===== config.mk =====
export PLATFORM = sky130hd
export DESIGN_NAME = mux_scanner
export DESIGN_NICKNAME = d
export VERILOG_FILES = /design/src/rtl/mux_scanner_pkg.sv /design/src/rtl/dwell_counter.sv /design/src/rtl/mux_scanner.sv
export SDC_FILE = /design/constraint.sdc
export NUM_CORES = 1
export LEC_CHECK = 0
export ABC_AREA = 1
export BUFFER_PORTS_ARGS = -buffer_cell sky130_fd_sc_hd__buf_2
export CAP_MARGIN = 10
export CORE_UTILIZATION = 40
export DETAILED_ROUTE_END_ITERATION = 7
export MAX_ROUTING_LAYER = met4
export PLACE_DENSITY = 0.71
export SLEW_MARGIN = 20
export SYNTH_ARGS = -nofsm -noshare
export SYNTH_HDL_FRONTEND = slang
export SYNTH_SLANG_ARGS = --single-unit
export TNS_END_PERCENT = 100

===== constraint.sdc =====
create_clock -name clock -period 3.6 [get_ports clock]
set_input_delay 0.18 -clock clock [delete_from_list [all_inputs] [get_ports clock]]
set_output_delay 0.18 -clock clock [all_outputs]
set_load 0.1 [all_outputs]

===== src/rtl/mux_scanner_pkg.sv =====
// Shared types and helpers for the channel mux scanner.
// Holds the mode encoding and the select-width function.
package mux_scanner_pkg;

    typedef enum logic {
        MODE_MANUAL = 1'b0,
        MODE_SCAN   = 1'b1
    } mode_e;

    // At least one select bit, even for a two-channel mux.
    function automatic int selw(input int channels);
        return (channels > 2) ? $clog2(channels) : 1;
    endfunction

    function automatic int cntw(input int dwell);
        return (dwell > 1) ? $clog2(dwell) : 1;
    endfunction

endpackage


===== src/rtl/dwell_counter.sv =====
// Dwell counter: counts 0..DWELL-1 while enabled, tc at the last count.
// clear has priority over en; reset has priority over both.
module dwell_counter
    import mux_scanner_pkg::*;
#(
    parameter int DWELL = 3
) (
    input  logic clock,
    input  logic reset,
    input  logic clear,
    input  logic en,
    output logic tc
);

    localparam int CW = cntw(DWELL);
    localparam logic [CW-1:0] LAST = CW'(DWELL - 1);

    logic [CW-1:0] cnt_q;
    logic [CW-1:0] cnt_d;

    assign tc = (cnt_q == LAST);

    always_comb begin
        cnt_d = cnt_q;
        if (clear) begin
            cnt_d = '0;
        end else if (en) begin
            cnt_d = tc ? '0 : cnt_q + 1'b1;
        end
    end

    always_ff @(posedge clock) begin
        if (reset) begin
            cnt_q <= '0;
        end else begin
            cnt_q <= cnt_d;
        end
    end

endmodule


===== src/rtl/mux_scanner.sv =====
// Registered N-channel mux with manual select and timed auto-scan.
// Hold freezes channel, dwell and err but data keeps tracking.
module mux_scanner
    import mux_scanner_pkg::*;
#(
    parameter  int WIDTH    = 4,
    parameter  int CHANNELS = 4,
    parameter  int DWELL    = 3,
    localparam int SELW     = selw(CHANNELS)
) (
    input  logic                      clock,
    input  logic                      reset,
    input  logic [CHANNELS*WIDTH-1:0] data_in,
    input  logic [SELW-1:0]           sel,
    input  logic                      mode,
    input  logic                      hold,
    output logic [WIDTH-1:0]          data_out,
    output logic [SELW-1:0]           ch_out,
    output logic                      valid,
    output logic                      step,
    output logic                      err
);

    localparam logic [SELW:0]   CH_LIM  = (SELW+1)'(CHANNELS);
    localparam logic [SELW-1:0] CH_LAST = SELW'(CHANNELS - 1);

    logic [SELW-1:0]  ch_q,   ch_d;
    logic [WIDTH-1:0] data_q, data_d;
    logic [SELW-1:0]  cho_q;
    logic             valid_q;
    logic             step_q, step_d;
    logic             err_q,  err_d;

    logic             dw_clr;
    logic             dw_en;
    logic             dw_tc;
    logic             sel_ok;

    dwell_counter #(
        .DWELL (DWELL)
    ) u_dwell (
        .clock (clock),
        .reset (reset),
        .clear (dw_clr),
        .en    (dw_en),
        .tc    (dw_tc)
    );

    assign sel_ok = ({1'b0, sel} < CH_LIM);

    always_comb begin
        ch_d   = ch_q;
        err_d  = err_q;
        step_d = 1'b0;
        dw_clr = 1'b0;
        dw_en  = 1'b0;
        if (!hold) begin
            if (mode_e'(mode) == MODE_SCAN) begin
                dw_en = 1'b1;
                if (dw_tc) begin
                    ch_d   = (ch_q == CH_LAST) ? '0 : ch_q + 1'b1;
                    step_d = 1'b1;
                end
            end else begin
                dw_clr = 1'b1;
                if (sel_ok) begin
                    ch_d  = sel;
                    err_d = 1'b0;
                end else begin
                    err_d = 1'b1;
                end
            end
        end
    end

    // Load the slice picked by the next channel so data and index align.
    assign data_d = data_in[int'(ch_d)*WIDTH +: WIDTH];

    always_ff @(posedge clock) begin
        if (reset) begin
            ch_q    <= '0;
            data_q  <= '0;
            cho_q   <= '0;
            valid_q <= 1'b0;
            step_q  <= 1'b0;
            err_q   <= 1'b0;
        end else begin
            ch_q    <= ch_d;
            data_q  <= data_d;
            cho_q   <= ch_d;
            valid_q <= 1'b1;
            step_q  <= step_d;
            err_q   <= err_d;
        end
    end

    assign data_out = data_q;
    assign ch_out   = cho_q;
    assign valid    = valid_q;
    assign step     = step_q;
    assign err      = err_q;

endmodule


==> qor.csv, run 1 <==
stage,metric,value,unit
clocking,worstSkewPairLatency,270,ps
cells_and_area,num-fill-cells,137,
die,rows,13,
cells_and_area,area_delta_synth_final,28.88,%
critical_path,path_class,flip-flop to flip-flop,
clocking,hold_buffers,0,
clocking,cts_tree,done,
sta,fin_crit_sh,38.14,%
cells_and_area,utilization,58.55,%
die,core_area,1383,um2
logic_synthesis,synthCells,91,
sta,finalHoldViolations,0,
grt,grt_max_degree,10,
clocking,cts_sinks,10,
cells_and_area,insertedDiodeCount,0,
sta,max_freq,0.7283,GHz
drt,drc_errors,0,
place,io_buffers,29,
drt,antenna_left,0,
clocking,ctsResizeCount,0,
critical_path,crit_required,3790,ps
logic_synthesis,syn_avg_cell_area,6.902,um2
critical_path,critPathMaxFanout,9,
min_path,min-delay-start,hold,
die,die_area,1733,um2
cells_and_area,layout_common_cells,"buf_2 (29), inv_1 (20), nand2_1 (14)",
logic_synthesis,yosysTopAreaCellShare,31.87,%
critical_path,cp.arrival,1570,ps
run_status,outcome,"finished, final reports clean",
sta,fin_crit,1373,ps
place,placed_cells,133,
die,die_w,41.63,um
sta,grt_setup_unrepaired,no,
critical_path,crit_start,ch_out[0],
drt,viasPerCell,4.635,
die,io-pin-count,31,
clocking,cts_setup_buffers,0,
pwr,leakagePower,0.4541,nW
critical_path,cp-start-kind,flip-flop,
drt,wl,1.254,mm
die,fp.dieH,41.63,um
logic_synthesis,netlist_area,628.1,um2
pwr,ir_drop,0.0001891,V
cells_and_area,fin_cells,137,
sta,setup_viol,0,
grt,antenna_found_initial,0,
logic_synthesis,synth_area_leaders,"dfxtp_1 (32%), inv_1 (12%), nand3_1 (9.6%)",
die,start_util,45.43,%
drt,via_count,635,
logic_synthesis,ys_warn_count,0,
logic_synthesis,synth_largest_area_cell,dfxtp_1,
grt,track_usage,16.02,%
cells_and_area,layout_commonest_cell,buf_2,
place,place_congestion,0.7612,
min_path,hp-class,input pin to flip-flop,
sta,setup_tns,0,ps
cells_and_area,final_nets,146,
flow_run,cap_violations,0,
critical_path,worstSetupEndpointType,flip-flop,
clocking,clk_path_buf_depth,2,
drt,dr.first_iter.drc_count,6,
pwr,powerDensity,449.1,nW/um2
logic_synthesis,yosysSeqAreaShare,31.87,%
critical_path,r2r-start,ch_out[0],
clocking,h-tree-depth,1,
drt,wl_per_cell,9.153,um
clocking,cts_buffers,3,
logic_synthesis,ys_ff_latch,10,
sta,slew_violations,0,
clocking,clock-root-buffer,clkbuf_4,
logic_synthesis,synth_cell_types,22,
drt,firstDrtPassIters,2,
sta,skew,7.876,ps
clocking,clkTransAtPathRegs,70,ps
critical_path,rrSetupSlack,2230,ps
grt,grt_pass1_wl,2.049,mm
logic_synthesis,synth_fp_nets,114,
place,dpl.hpwl,1.049,mm
cells_and_area,drive_gt1_share,35.25,%
grt,grt_pass1_vias,503,
grt,grt-ovfl-total,0,
kinds of logic after synthesis:
kind of cell | Yosys count | share of synthesized area (%)
simple gates | 43 | 34.86
fa+ha+maj | 1 | 1.992
buf+inv | 24 | 16.14
compound gates | 12 | 14.54
other cells | 1 | 0.5970
flops | 10 | 31.87
final cells by class:
type	count	area [um2]	area share [%]
Multi-Input combinational cell	57	326.6	40.34
Sequential cell	10	200.2	24.73
Timing Repair Buffer	29	145.1	17.93
Inverter	22	82.58	10.20
Clock buffer	4	36.28	4.482
Tap cell	15	18.77	2.318
worst max-delay path, cell delays in order (launching register included):
cell and delay (ps):
dfxtp_1 340, ha_1 200, nor2_1 90, nand2_1 70, nand3_2 180, nand2_4 110
nand2_1 70, nand3_1 70, a21oi_1 160
power by group:
group          leakage, nW  switching, mW  internal [mW]
clock network       0.0210         0.0408         0.0614
registers           0.0830        0.00475          0.120
logic                0.350          0.103         0.0338
total                0.454          0.148          0.215
synth_stat cells, drive strengths merged:
cell type and instances:
nor2 10, nand2 15, nor3 1, nand3b 4, ha 1, buf 2, dfxtp 10, a21oi 7
inv 22, a211oi 2, nand3 13, conb 1, o21ai 3
flip-flops by register name, indices dropped and copies added, names as in the netlist:
name           cells
ch_out             2
u_dwell.cnt_q      2
data_out           4
step               1
valid              1
stage by stage:
step                hold WS (ps)  instance area (um2)  power (mW)  setup WS, ps
floorplan                  280.1                628.1      0.2391          1621
global placement           439.5                773.2      0.2642          2268
detailed placement         437.8                773.2      0.2648          2259
CTS                        145.7                809.5      0.3692          2231
global route               173.3                809.5      0.3827          2113
finish                     154.5                809.5      0.3636          2227
metal layers:
| layer | GRT usage [%] | share of wire (%) | vias to the layer above |
|---|---|---|---|
| met5 | - | 0 | - |
| met4 | 7.742 | 1.4 | 0 |
| met2 | 26.56 | 50 | 18 |
| met3 | 6.087 | 4.9 | 2 |
| li1 | - | - | 345 |
| met1 | 16.53 | 43 | 270 |
worst paths after layout:
kind                      end  cells past startpoint
max               data_out[3]                      8
min          u_dwell.cnt_q[0]                      2
max reg2reg       data_out[3]                      8
min reg2reg              step                      2
(Power assumes the default switching activity.)
==> run 2: changes to the inputs <==
ABC_AREA = 0   (was 1)
PLACE_DENSITY = 0.73   (was 0.71)
clock period = 1.19 ns   (was 3.6 ns; I/O delays follow)
==> qor.csv, run 2 <==
stage,metric,value,unit
logic_synthesis,synth_common_cells,"dfxtp_1 (10), nand4_1 (8), inv_1 (6)",
logic_synthesis,synth_largest_area_cell,dfxtp_1,
critical_path,r2r-start,ch_out[0],
grt,grt-ovfl-total,0,
clocking,cts_buffers,3,
clocking,cts_sinks,10,
sta,finalHoldViolations,0,
clocking,worstSkewPairLatency,260,ps
critical_path,endpoint,data_out[0],
critical_path,worstSetupEndpointType,flip-flop,
die,rows,14,
critical_path,crit_required,1370,ps
critical_path,rr_worst_depth,5,
cells_and_area,area_delta_synth_final,56.59,%
logic_synthesis,synth_fp_nets,103,
logic_synthesis,yosysSeqAreaShare,29.30,%
clocking,cts_tree,done,
critical_path,crit_start,ch_out[0],
critical_path,path_class,flip-flop to flip-flop,
clocking,clkTransAtPathRegs,60,ps
clocking,clock-root-buffer,clkbuf_4,
drt,antenna_left,0,
pwr,power,1.105,mW
pwr,powerDensity,1033,nW/um2
drt,wl_per_cell,13.53,um
sta,fin_crit_sh,131.6,%
logic_synthesis,ys_warn_count,0,
drt,via_count,798,
logic_synthesis,synthCells,80,
grt,grt_max_degree,11,
place,place_congestion,0.8133,
drt,firstDrtPassIters,6,
critical_path,critPathMaxFanout,5,
logic_synthesis,yosysTopAreaCellShare,29.30,%
sta,grt_setup_unrepaired,yes,
cells_and_area,regArea,209.0,um2
cells_and_area,largest_register_ffs,4,
cells_and_area,insertedDiodeCount,0,
die,fp.dieH,43.33,um
cells_and_area,layout_commonest_cell,buf_2,
grt,grt_pass1_wl,3.029,mm
critical_path,rr_endpoint,data_out[0],
critical_path,cp.arrival,1750,ps
cells_and_area,num-fill-cells,131,
grt,track_usage,22.41,%
cells_and_area,final_nets,147,
cells_and_area,drive_gt1_share,56.10,%
sta,fin_ws,-376.5,ps
place,dpl.hpwl,1.404,mm
logic_synthesis,syn_avg_cell_area,8.539,um2
logic_synthesis,synthMostInstantiatedCell,dfxtp_1,
flow_run,cap_violations,0,
sta,setup_viol,6,
logic_synthesis,async_flop_share,0,%
sta,fin_crit,1566,ps
clocking,clk_path_buf_depth,2,
drt,drc_errors,2,
cells_and_area,multi_input_area,481.7,um2
pwr,leakagePower,0.4879,nW
sta,setup_tns,-1703,ps
pwr,ir_drop,0.0007393,V
sta,slew_violations,0,
run_status,violations,"design-rule violations, negative setup slack",
sta,skew,5.128,ps
drt,dr.first_iter.drc_count,11,
place,io_buffers,29,
critical_path,cp-start-kind,flip-flop,
cells_and_area,layout_common_cells,"buf_2 (27), buf_4 (13), nand4_1 (8)",
logic_synthesis,synth_area_leaders,"dfxtp_1 (29%), nand4_1 (7.3%), a2111oi_0 (5.1%)",
die,die_w,43.33,um
clocking,h-tree-depth,1,
min_path,hp-class,input pin to flip-flop,
die,die_area,1877,um2
logic_synthesis,synth_cell_types,33,
grt,antenna_found_initial,0,
logic_synthesis,synth_flop_cell,dfxtp_1,
sta,max_freq,0.6384,GHz
drt,viasPerCell,5.741,
die,io-pin-count,31,
die,start_util,43.82,%
run_status,outcome,"finished, violations left",
clocking,hold_buffers,0,
logic_synthesis,synth_edf_count,0,
grt,grt_pass1_vias,699,
place,place_ws,-471.0,ps
critical_path,rrSetupSlack,-380,ps
die,core_area,1559,um2
logic_synthesis,ys_ff_latch,10,
drt,wl,1.880,mm
logic_synthesis,netlist_area,683.2,um2
run 2: worst min-delay path by stage:
stage                from                to  cells after the start
floorplan           reset         ch_out[0]                      1
global placement    reset         ch_out[0]                      2
detailed placement  reset  u_dwell.cnt_q[0]                      2
CTS                 reset         ch_out[0]                      2
global route        reset         ch_out[0]                      2
finish              reset         ch_out[0]                      2
run 2: cell families (layout without fill, tap and decap cells):
family	Yosys count	in the layout	share of synthesized area (%)
AOI/OAI and AO/OA	23	23	28.02
adders and majority gates	1	1	1.831
buffers and inverters	13	56	9.889
DFF	10	10	29.30
other	1	1	0.5489
and+or+nand+nor	32	32	30.40
run 2: per-stage QoR:
stage	instance area, um2	util, %	instances	hold slack [ps]
2_1_floorplan	703.2	-	80	128.5
3_3_place_gp	984.7	63.16	136	303.6
3_5_place_dp	984.7	63.16	136	314.2
4_1_cts	1074	68.86	141	33.20
5_1_grt	1070	68.62	139	41.37
6_report	1070	68.62	139	40.28
run 2: routing by layer:
layer	global-route usage (%)	part of all wire [%]	vias to the layer above
met5	-	0	-
met4	6.875	1.8	0
met3	5.532	3.6	6
met2	36.97	53	28
met1	26.68	42	367
li1	-	-	397
run 2: area by class of cell:
class,instances,area share (%)
Multi-Input combinational cell,57,45.03
Timing Repair Buffer,45,28.65
Sequential cell,10,19.53
Clock buffer,4,2.456
Inverter,7,2.456
Tap cell,16,1.871
run 2: critical path, cell delays in order (launching register included):
cell      delay, ps
dfxtp_4         360
ha_4            250
and4bb_1        170
a311o_1         300
a21o_1          230
o221ai_1        180
run 2: repair_timing:
item / CTS / global route
pin swaps: 9 / 5
resized for setup: 14 / 4
setup endpoints to repair: 6 / 7
setup buffers: 1 / 0
run 2: where the power goes:
group,internal (mW),switching (mW)
Sequential,0.360,0.0143
Combinational,0.170,0.319
Clock,0.129,0.112
Total,0.660,0.445
==> run 3: changes to the inputs <==
CORE_ASPECT_RATIO = 1.1   (was unset)
==> qor.csv, run 3 (synthesized netlist as in run 2, its figures left out) <==
stage,metric,value,unit
run_status,outcome,"finished, violations left",
run_status,violations,negative setup slack,
place,placed_area,1023,um2
place,dpl.hpwl,1.486,mm
sta,holdWs,54.52,ps
grt,antenna_found_initial,0,
die,io-pin-count,31,
cells_and_area,layout_commonest_cell,buf_2,
cells_and_area,largest_register_ffs,4,
sta,fin_crit_sh,137.3,%
critical_path,path_depth,6,
sta,setup_tns,-1964,ps
die,die_area,1878,um2
clocking,h-tree-depth,1,
critical_path,critPathMaxFanout,8,
critical_path,crit_chain,ha_4 -> and4bb_1 -> a311o_1 -> buf_6 -> nand4_1 -> o221ai_2,
clocking,hold_buffers,0,
min_path,hp-class,input pin to flip-flop,
min_path,hold_depth,2,
die,core_area,1577,um2
critical_path,cp.arrival,1780,ps
place,place_congestion,0.8542,
pwr,leakagePower,0.5306,nW
place,io_buffers,29,
sta,setup_viol,5,
cells_and_area,area_delta_synth_final,71.61,%
pwr,ir_drop,0.0009587,V
drt,firstDrtPassIters,4,
clocking,cts_buffers,3,
cells_and_area,drive_gt1_share,63.57,%
clocking,clk_path_buf_depth,2,
critical_path,path_class,flip-flop to flip-flop,
place,placed_cells,142,
pwr,power,1.221,mW
drt,viasPerCell,5.678,
pwr,powerDensity,1041,nW/um2
cells_and_area,layout_common_cells,"buf_2 (27), buf_4 (19), nand4_1 (8)",
grt,grt_max_degree,10,
cells_and_area,fin_cells,146,
cells_and_area,final_nets,153,
die,fp.dieH,45.35,um
grt,grt-ovfl-total,0,
sta,fin_ws,-443.6,ps
drt,dr.first_iter.drc_count,18,
sta,finalHoldViolations,0,
drt,wl,2.115,mm
clocking,worstSkewPairLatency,270,ps
place,place_ws,-496.3,ps
sta,fin_crit,1634,ps
die,start_util,43.33,%
cells_and_area,insertedDiodeCount,0,
cells_and_area,utilization,74.37,%
clocking,clkTransAtPathRegs,70,ps
critical_path,cp-start-kind,flip-flop,
sta,skew,4.816,ps
sta,grt_setup_unrepaired,yes,
clocking,cts_sinks,10,
critical_path,max_stage_delay,350,ps
critical_path,rrSetupSlack,-440,ps
sta,slew_violations,0,
critical_path,critPathBufInv,1,
drt,via_count,829,
critical_path,rr_worst_depth,6,
sta,max_freq,0.6121,GHz
drt,antenna_left,0,
grt,track_usage,21.55,%
die,die_w,41.41,um
flow_run,cap_violations,0,
critical_path,critical-path-slowest-cell,dfxtp_4,
critical_path,crit_required,1340,ps
clocking,clock-root-buffer,clkbuf_4,
die,rows,15,
clocking,cts_tree,done,
grt,grt_pass1_vias,740,
drt,wl_per_cell,14.49,um
drt,drc_errors,0,
critical_path,worstSetupEndpointType,flip-flop,
critical_path,crit_family,compound AO/OA/AOI/OAI gates,
grt,grt_pass1_wl,2.987,mm
cells_and_area,postLayoutCellArea,1172,um2
run 3: worst reg2reg max path, stage by stage (launching register included):
cell      delay (ps)
dfxtp_4          350
ha_4             260
and4bb_1         180
a311o_1          330
buf_6            160
nand4_1          120
o221ai_2         110
run 3: power by group:
group | total, mW | switching (mW) | internal, mW
registers | 0.373 | 0.0153 | 0.358
logic | 0.537 | 0.341 | 0.196
clock network | 0.310 | 0.124 | 0.186
run 3: worst paths after layout:
path / startpoint / end
setup / recovery: ch_out[0] / data_out[3]
hold / removal: reset / u_dwell.cnt_q[0]
setup reg to reg: ch_out[0] / data_out[3]
hold reg to reg: u_dwell.cnt_q[0] / u_dwell.cnt_q[0]
run 3: what timing repair did:
item                       4_1_cts  5_1_grt
setup endpoints to repair        6        7
resized for setup                7       19
hold endpoints to repair         0        0
pin swaps                        4        1
buffers inserted                 0        0
run 3: layer usage:
| metal | part of all wire (%) | track usage (%) | vias up |
|---|---|---|---|
| met5 | 0 | - | - |
| met4 | 0.57 | 7.097 | 0 |
| met3 | 5.4 | 6.800 | 4 |
| met2 | 55 | 38.44 | 38 |
| met1 | 39 | 22.82 | 382 |
| li1 | - | - | 405 |
run 3: cell type report:
| cell class | instances | area, um2 |
|---|---|---|
| Timing Repair Buffer | 51 | 351.6 |
| Clock buffer | 4 | 36.28 |
| Tap cell | 17 | 21.27 |
| Sequential cell | 10 | 211.5 |
| Multi-Input combinational cell | 57 | 525.5 |
| Fill cell | 123 | 404.1 |
| Inverter | 7 | 26.28 |
